### src/rtl/led_step_gen.sv
// Tempo-controlled step generator for an LED chaser.
// Two debounced push-buttons raise/lower an 8-level tempo; a 32-bit period
// counter emits a one-cycle step_tick every STEP_BASE*(8-tempo_idx) cycles
// while play_en is high, and beat counts the ticks modulo 8.
module led_step_gen #(
    parameter int unsigned STEP_BASE       = 1_562_500,
    parameter int unsigned DEBOUNCE_CYCLES = 1_000_000
) (
    input  logic       clk,
    input  logic       rst_n,
    input  logic       btn_faster,
    input  logic       btn_slower,
    input  logic       play_en,
    output logic       step_tick,
    output logic [2:0] tempo_idx,
    output logic [2:0] beat
);

    localparam int unsigned    DbW    = $clog2(DEBOUNCE_CYCLES);
    localparam logic [DbW-1:0] DbLast = DbW'(DEBOUNCE_CYCLES - 1);

    // Index 0 is the faster button, index 1 the slower button.
    logic [1:0]     btn_raw;
    logic [1:0]     sync1_q, sync2_q;
    logic [1:0]     stable_q, stable_d;
    logic [1:0]     prev_q;
    logic [DbW-1:0] db_cnt_q [2];
    logic [DbW-1:0] db_cnt_d [2];

    logic           faster_ev, slower_ev;
    logic [2:0]     tempo_q, tempo_d;
    logic           tempo_chg;

    logic [31:0]    period;
    logic [31:0]    cnt_q, cnt_d;
    logic           tick_q, tick_d;
    logic [2:0]     beat_q, beat_d;

    assign btn_raw = {btn_slower, btn_faster};

    // Two-flop synchronizers for the asynchronous buttons.
    always_ff @(posedge clk or negedge rst_n) begin
        if (!rst_n) begin
            sync1_q <= '0;
            sync2_q <= '0;
        end else begin
            sync1_q <= btn_raw;
            sync2_q <= sync1_q;
        end
    end

    // Debounce: toggle the stable state once the input has differed for
    // DEBOUNCE_CYCLES consecutive cycles; any agreeing cycle restarts the count.
    always_comb begin
        for (int i = 0; i < 2; i++) begin
            stable_d[i] = stable_q[i];
            db_cnt_d[i] = '0;
            if (sync2_q[i] != stable_q[i]) begin
                if (db_cnt_q[i] == DbLast) begin
                    stable_d[i] = ~stable_q[i];
                end else begin
                    db_cnt_d[i] = db_cnt_q[i] + 1'b1;
                end
            end
        end
    end

    // Debounce state plus a delayed copy for rising-edge detection.
    always_ff @(posedge clk or negedge rst_n) begin
        if (!rst_n) begin
            stable_q    <= '0;
            prev_q      <= '0;
            db_cnt_q[0] <= '0;
            db_cnt_q[1] <= '0;
        end else begin
            stable_q    <= stable_d;
            prev_q      <= stable_q;
            db_cnt_q[0] <= db_cnt_d[0];
            db_cnt_q[1] <= db_cnt_d[1];
        end
    end

    // Press events fire only on the 0->1 debounced transition.
    assign faster_ev = stable_q[0] & ~prev_q[0];
    assign slower_ev = stable_q[1] & ~prev_q[1];

    // Saturating tempo update; simultaneous presses cancel out.
    always_comb begin
        tempo_d = tempo_q;
        if (faster_ev && !slower_ev && (tempo_q != 3'd7)) begin
            tempo_d = tempo_q + 3'd1;
        end else if (slower_ev && !faster_ev && (tempo_q != 3'd0)) begin
            tempo_d = tempo_q - 3'd1;
        end
        tempo_chg = (tempo_d != tempo_q);
    end

    // Width-4 subtraction keeps 8-0 representable before widening.
    assign period = 32'(STEP_BASE) * 32'(4'd8 - {1'b0, tempo_q});

    // Period counter: a tempo change restarts the count and swallows any tick
    // due in that cycle; play_en low parks the counter at 0.
    always_comb begin
        cnt_d  = cnt_q;
        tick_d = 1'b0;
        beat_d = beat_q;
        if (tempo_chg || !play_en) begin
            cnt_d = '0;
        end else if (cnt_q == period - 32'd1) begin
            cnt_d  = '0;
            tick_d = 1'b1;
            beat_d = beat_q + 3'd1;
        end else begin
            cnt_d = cnt_q + 32'd1;
        end
    end

    // Tempo, counter, tick and beat registers.
    always_ff @(posedge clk or negedge rst_n) begin
        if (!rst_n) begin
            tempo_q <= 3'd3;
            cnt_q   <= '0;
            tick_q  <= 1'b0;
            beat_q  <= '0;
        end else begin
            tempo_q <= tempo_d;
            cnt_q   <= cnt_d;
            tick_q  <= tick_d;
            beat_q  <= beat_d;
        end
    end

    assign step_tick = tick_q;
    assign tempo_idx = tempo_q;
    assign beat      = beat_q;

endmodule

### config.mk
export PLATFORM = sky130hd
export DESIGN_NAME = led_step_gen
export DESIGN_NICKNAME = d
export VERILOG_FILES = /design/src/rtl/led_step_gen.sv
export SDC_FILE = /design/constraint.sdc
export NUM_CORES = 1
export LEC_CHECK = 0
export CORE_UTILIZATION = 41
export DETAILED_ROUTE_END_ITERATION = 8
export PLACE_DENSITY = 0.53
export SYNTH_ARGS = -nofsm -noshare
export SYNTH_HDL_FRONTEND = slang
export SYNTH_SLANG_ARGS = --single-unit
### constraint.sdc
create_clock -name clk -period 11.1 [get_ports clk]
set_input_delay 1.11 -clock clk [delete_from_list [all_inputs] [get_ports clk]]
set_output_delay 1.11 -clock clk [all_outputs]
set_load 0.02 [all_outputs]
======== Yosys cells after proc, flatten, opt, wreduce, memory -nomap -nowiden ========
Index checks and enable logic that the tools add are counted.
storage, ports and cells
  register bits after elaboration ......... 87
cells by class
  add/subtract/negate cells ............... 8
  equal/unequal tests ..................... 7
  reductions and logical operators ........ 12
  $mul .................................... 1
  bitwise logic cells ..................... 7
  multiplexer cells ....................... 10
operators by type and width
  cell                                                number
  two-way mux 20 bit                                  4
  two-way mux 32 bit                                  2
  adder 20 x 1 -> 20 bit, second input constant       2
  == test 20 bit, second input constant               2
  adder 32 x 1 -> 32 bit, second input constant       1
  == test 32 bit                                      1
  multiplier 19 x 32 -> 30 bit, first input constant  1
  subtractor 32 x 1 -> 32 bit, second input constant  1
  adder 3 x 1 -> 3 bit, second input constant         2
  two-way mux 3 bit                                   2
  AND reduction 2 bit                                 3
  NOT 1 bit                                           5
  subtractor 4 x 3 -> 5 bit, first input constant     1
  logical AND 1 bit                                   4
  logical NOT 1 bit                                   3
  inequality test 3 bit                               1
  inequality test 3 bit, second input constant        1
  nonzero test 3 bit                                  1
  subtractor 3 x 1 -> 3 bit, second input constant    1
  bitwise AND 1 bit                                   2
  two-way mux 1 bit                                   2
  inequality test 1 bit                               2
  logical OR 1 bit                                    1

======== Logic depth before layout (Yosys ltp) ========
  word-level depth ........................ 11
  gate-level depth with buffers ........... 28
  gate-level depth less buffers ........... 25

======== Worst setup path after synthesis ========
No wires, ideal clock.
  kind .................................... reg-to-reg
  from .................................... register tempo_q[0], in the netlist tempo_idx[0]
  to ...................................... register beat_q[1], in the netlist beat[1]
  buffers on the path ..................... 1
  library setup time ...................... 0.125 ns
  stages on the path, launching flop included .. 24
  period minus slack after synthesis ...... 6.633 ns
  arrival ................................. 6.508 ns
  slack ................................... 4.467 ns
  required time ........................... 10.975 ns
  cell sequence ........................... dfstp_2 > buf_2 > inv_1 > ha_1 > ha_1 > inv_1 > fa_1 > inv_1 > ha_1 > ha_1 > fa_1 > ha_1 > ha_1 > ha_1 > o21ba_4 > a21o_1 > a221o_1 > a21o_1 > xor2_1 > xnor2_1 > xor2_1 > o2111ai_4 > nor3_4 > mux2_4
between the ends
  word-level cells in the longest chain between the ends .. 8
  elaborated cells on any way between the ends .. 16
  those cells by class .................... add/sub (4); mul (1); eq/ne (3); mux (2); bitwise (1); reduce/logical (5)
RTL lines
  item                                                                  RTL line  RTL
  from (decl)                                                           31        logic [2:0] tempo_q, tempo_d;
  from (signal assigned)                                                126       tempo_q <= tempo_d;
  branches (longest 7 deep; another with multiplier 19 x 32 -> 30 bit)  -
  AND reduction 2 bit (no source line) *                                -
  to (signal assigned)                                                  129       beat_q <= beat_d;
  to (decl)                                                             37        logic [2:0] beat_q, beat_d;
Mark *: on every way between the ends.
A chain may end at the register's enable or synchronous reset.

======== Final worst setup path ========
  from .................................... register tempo_q[0], in the netlist tempo_idx[0]
  to ...................................... register cnt_q[12]
between the ends
  word-level cells in the longest chain between the ends .. 7
  elaborated cells on any way between the ends .. 16
  those cells by class .................... add/sub (4); mul (1); eq/ne (3); mux (4); reduce/logical (4)
RTL lines
  item                                                                  RTL line  RTL
  branches (longest 6 deep; another with multiplier 19 x 32 -> 30 bit)  -
  two-way mux 32 bit *                                                  107       if (tempo_chg || !play_en) begin
  named net cnt_d[12]                                                   35        logic [31:0] cnt_q, cnt_d;
  to (signal assigned)                                                  127       cnt_q <= cnt_d;
  to (decl)                                                             35
Mark *: on every way through the listed nets, which the timed path passes.

==> results.md <==
| Quantity | This run | Unit |
| --- | --- | --- |
| Buffer type at the clock tree root | clkbuf_16 | - |
| DRC marker count from the first detailed-route iteration | 233 | - |
| Top fanout value on the critical path | 30 | - |
| Max Clock Freq | 0.134 | GHz |
| # port buffers | 11 | - |
| Clock latency at the later pin of the worst-skew pair | 340 | ps |
| Total congestion overflow | 0 | - |
| DR vias/cell | 5.24 | - |
| Routed wire per std cell | 14.7 | um |
| Hold Fails Final Rpt | 0 | - |
| Via count of the first global-routing pass | 5112 | - |
| Width of the die | 131 | um |
| Initial Util | 42.6 | % |
| Cell Rows | 46 | - |
| Static leakage | 3.33 | nW |
| Average instance area after synthesis | 9.18 | um2 |
| Area delta synth->final | 8.35 | % |
| Max-capacitance violation count | 0 | - |
| CTS clock-pin slew for the worst setup and hold paths | 60 | ps |
| Count of final setup violators | 0 | - |
| Die Ht | 131 | um |
| Ratio of cells with drive above 1 in the final layout | 5.82 | % |
| Fill cell instance count of the final layout | 1606 | - |
| Shortest period the worst path allows | 7470 | ps |
| Post-synthesis net count | 847 | - |
| Hold_buf cts | 0 | - |
| Final critical-path share of the clock period | 67.3 | % |
| Number of clock buffers inserted by TritonCTS | 9 | - |
| CTS max path bufs | 2 | - |
| Via count | 5089 | - |
| Multi-input combinational cell area | 0.00438 | mm2 |
| CTS Sinks | 87 | - |
| Number of H-tree levels | 3 | - |
| Slew at the pin with the worst max-slew slack | 858 | ps |
| Share of async-settable or async-resettable flops after synthesis | 100 | % |
| Overall die area | 0.0173 | mm2 |
| Total of flip-flops plus latches after synthesis | 87 | - |
| Drt drc | 0 | - |
| Number of cells produced by synthesis | 748 | - |
| Worst Path Class, Setup | reg -> reg | - |
| Post-synthesis instance area | 0.00687 | mm2 |
| Clock tree from TritonCTS | built | - |
| Number of nets still failing antenna checks after routing | 0 | - |
| Setup repair after global routing missed its margin | false | - |
| Total negative slack for setup checks | 0 | ps |
| Path category of the worst min-delay check | reg -> reg | - |
| Primary FF master, synth | dfrtp_1 | - |
| Startpoint types | register | - |
| Post-CTS setup buffers | 0 | - |
| Maximum number of pins on one net before global-route repair | 69 | - |
| Sum of routed wire length over all layers | 14.3 | mm |
| Count of cells resized by post-cts repair | 0 | - |
| Required time of the critical path | 11300 | ps |
| Portion of the post-synthesis area used by sequential elements | 31.7 | % |
| Data arrival, critical path | 7660 | ps |
| Number of max-slew violations in the final report | 0 | - |
| Inst Count DP | 956 | - |
| IR drop worst, VDD | 137 | uV |
| Final estimated routing congestion in global placement | 0.850 | - |
| Area of the core | 0.0161 | mm2 |
| Register Area | 0.00218 | mm2 |
| Diode insertion count for antenna repair | 0 | - |
| Worst Setup End Kind | register | - |
| Run status | finished, final reports clean | - |
| Number of top-level pins | 12 | - |
| Number of synthesized flops with an enable pin | 0 | - |
| First drt pass iteration count | 4 | - |
| Yosys cell types | 69 | - |
| Synth warn | 0 | - |
| First-pass GRT wire length | 24.8 | mm |
| Number of antenna violations at the first check in global routing | 0 | - |
| Worst Clk Skew | 11.4 | ps |
| Estimated wirelength of the detail-placed design | 11.2 | mm |
| Cell Pwr Density | 86.6 | mW/mm2 |
| Max_slew headroom | 42.8 | % |
| Global-route total usage across every layer | 17.7 | % |
| Filler-free cell count of the finished design | 972 | - |
| Count of nets after finishing | 850 | - |
## power by group
group	switching, mW	leakage (nW)	internal [mW]	total, mW
Clock	0.127	0.143	0.176	0.303
Sequential	0.00311	1.19	0.320	0.324
Combinational	0.0132	1.99	0.00488	0.0181
Total	0.143	3.33	0.501	0.645
## final cells by class
| class | instances | area share [%] |
|---|---|---|
| multi-input combinational | 588 | 58.8 |
| sequential | 87 | 29.3 |
| tap | 216 | 3.63 |
| clock buffer | 10 | 3.08 |
| inverter | 53 | 2.67 |
| timing repair buffer | 12 | 1.55 |
| clock inverter | 6 | 0.925 |
## worst max-delay path, cell delays in order, from the launching register on
cell	delay (ps)
dfstp_2	800
inv_1	230
ha_1	740
inv_1	250
fa_1	640
inv_1	60
ha_1	280
ha_1	320
fa_1	440
ha_1	290
ha_1	310
ha_1	210
o21ba_4	230
a21o_1	190
a221o_1	340
a21o_1	160
xor2_1	370
xnor2_1	190
xor2_1	300
o2111ai_4	220
o21bai_4	610
nor2_1	120
## cells in the final DEF (no fill, tap or decap), types with 3 or more instances in the layout
master / netlist / routed
o21ai_0: 22 / 22
nand4_1: 13 / 13
nor4b_1: 8 / 8
and2_1: 4 / 4
or2_2: 3 / 3
nand2b_1: 4 / 4
nor4_1: 6 / 6
and4_1: 3 / 3
a21oi_1: 18 / 18
and3_1: 15 / 15
ha_1: 82 / 82
dfrtp_1: 85 / 85
or3_1: 11 / 11
o21a_1: 4 / 4
nand2_1: 48 / 48
nor3_1: 9 / 9
nor2b_1: 4 / 4
xnor2_1: 49 / 49
o31ai_1: 3 / 3
clkdlybuf4s50_1: 0 / 10
nand3_1: 40 / 40
inv_1: 53 / 53
nor2_1: 117 / 117
a21o_1: 8 / 8
xor2_1: 54 / 54
fa_1: 12 / 12
clkbuf_16: 0 / 9
## per-stage QoR
stage                     utilization (%)  setup WS (ps)  total power [mW]  hold WS (ps)  cell area [um2]
final                                46.2           3630             0.645           350             7440
after global routing                 46.2           3090             0.670           369             7440
after CTS                            46.2           3600             0.657           351             7440
after detailed placement             44.3           3600             0.348           335             7140
after global placement               44.3           3810             0.348           333             7140
after floorplan                         -           4470             0.339           331             6870
## sequential cells by signal (all words and copies together) (netlist names)
signal and flops:
beat 3, cnt_q 32, db_cnt_q 40, prev_q 2, stable_q 2, step_tick 1
sync1_q 2, sync2_q 2, tempo_idx 3
## final timing paths
path | end | start | slack [ps] | depth (start not counted)
setup / recovery | cnt_q[12] | tempo_idx[0] | 3630 | 21
hold / removal | sync2_q[1] | sync1_q[1] | 350 | 0
setup reg to reg | cnt_q[12] | tempo_idx[0] | 3630 | 21
hold reg to reg | sync2_q[1] | sync1_q[1] | 350 | 0
max in group asynchronous | db_cnt_q[16] | rst_n | 9330 | 2
min in group asynchronous | db_cnt_q[32] | rst_n | 630 | 1
## synthesized netlist by cell type, types with 3 or more instances
library cell	instances	area share (%)
a21o_1	8	0.87
a21oi_1	18	1.3
and2_1	4	0.36
and3_1	15	1.4
and4_1	3	0.38
buf_2	4	0.29
buf_6	4	0.66
clkbuf_1	12	0.66
dfrtp_1	85	31
fa_1	12	3.5
ha_1	82	15
inv_1	53	2.9
nand2_1	48	2.6
nand2b_1	4	0.36
nand3_1	40	2.9
nand4_1	13	1.2
nor2_1	117	6.4
nor2b_1	4	0.36
nor3_1	9	0.66
nor4_1	6	0.55
nor4b_1	8	1.0
o21a_1	4	0.44
o21ai_0	22	1.6
o31ai_1	3	0.33
or2_2	3	0.27
or3_1	11	1.0
xnor2_1	49	6.2
xor2_1	54	6.9
## logic make-up after synthesis
family / count (synthesis) / synth area share (%)
and+or+nand+nor: 301 / 22.0
xor gates and xnor gates: 103 / 13.1
adders and majority gates: 94 / 18.4
AOI/OAI and AO/OA: 87 / 9.64
DFF: 87 / 31.7
buffers and inverters: 73 / 4.50
muxes: 3 / 0.547
## layer usage
layer	vias up	track usage (%)	wire length (um)
met5	-	0	0
met4	0	4.65	166
met3	12	2.97	313
met2	34	29.5	6800
met1	2485	23.7	6980
li1	2558	-	-
Note: power is estimated with default switching activity, not from simulation.
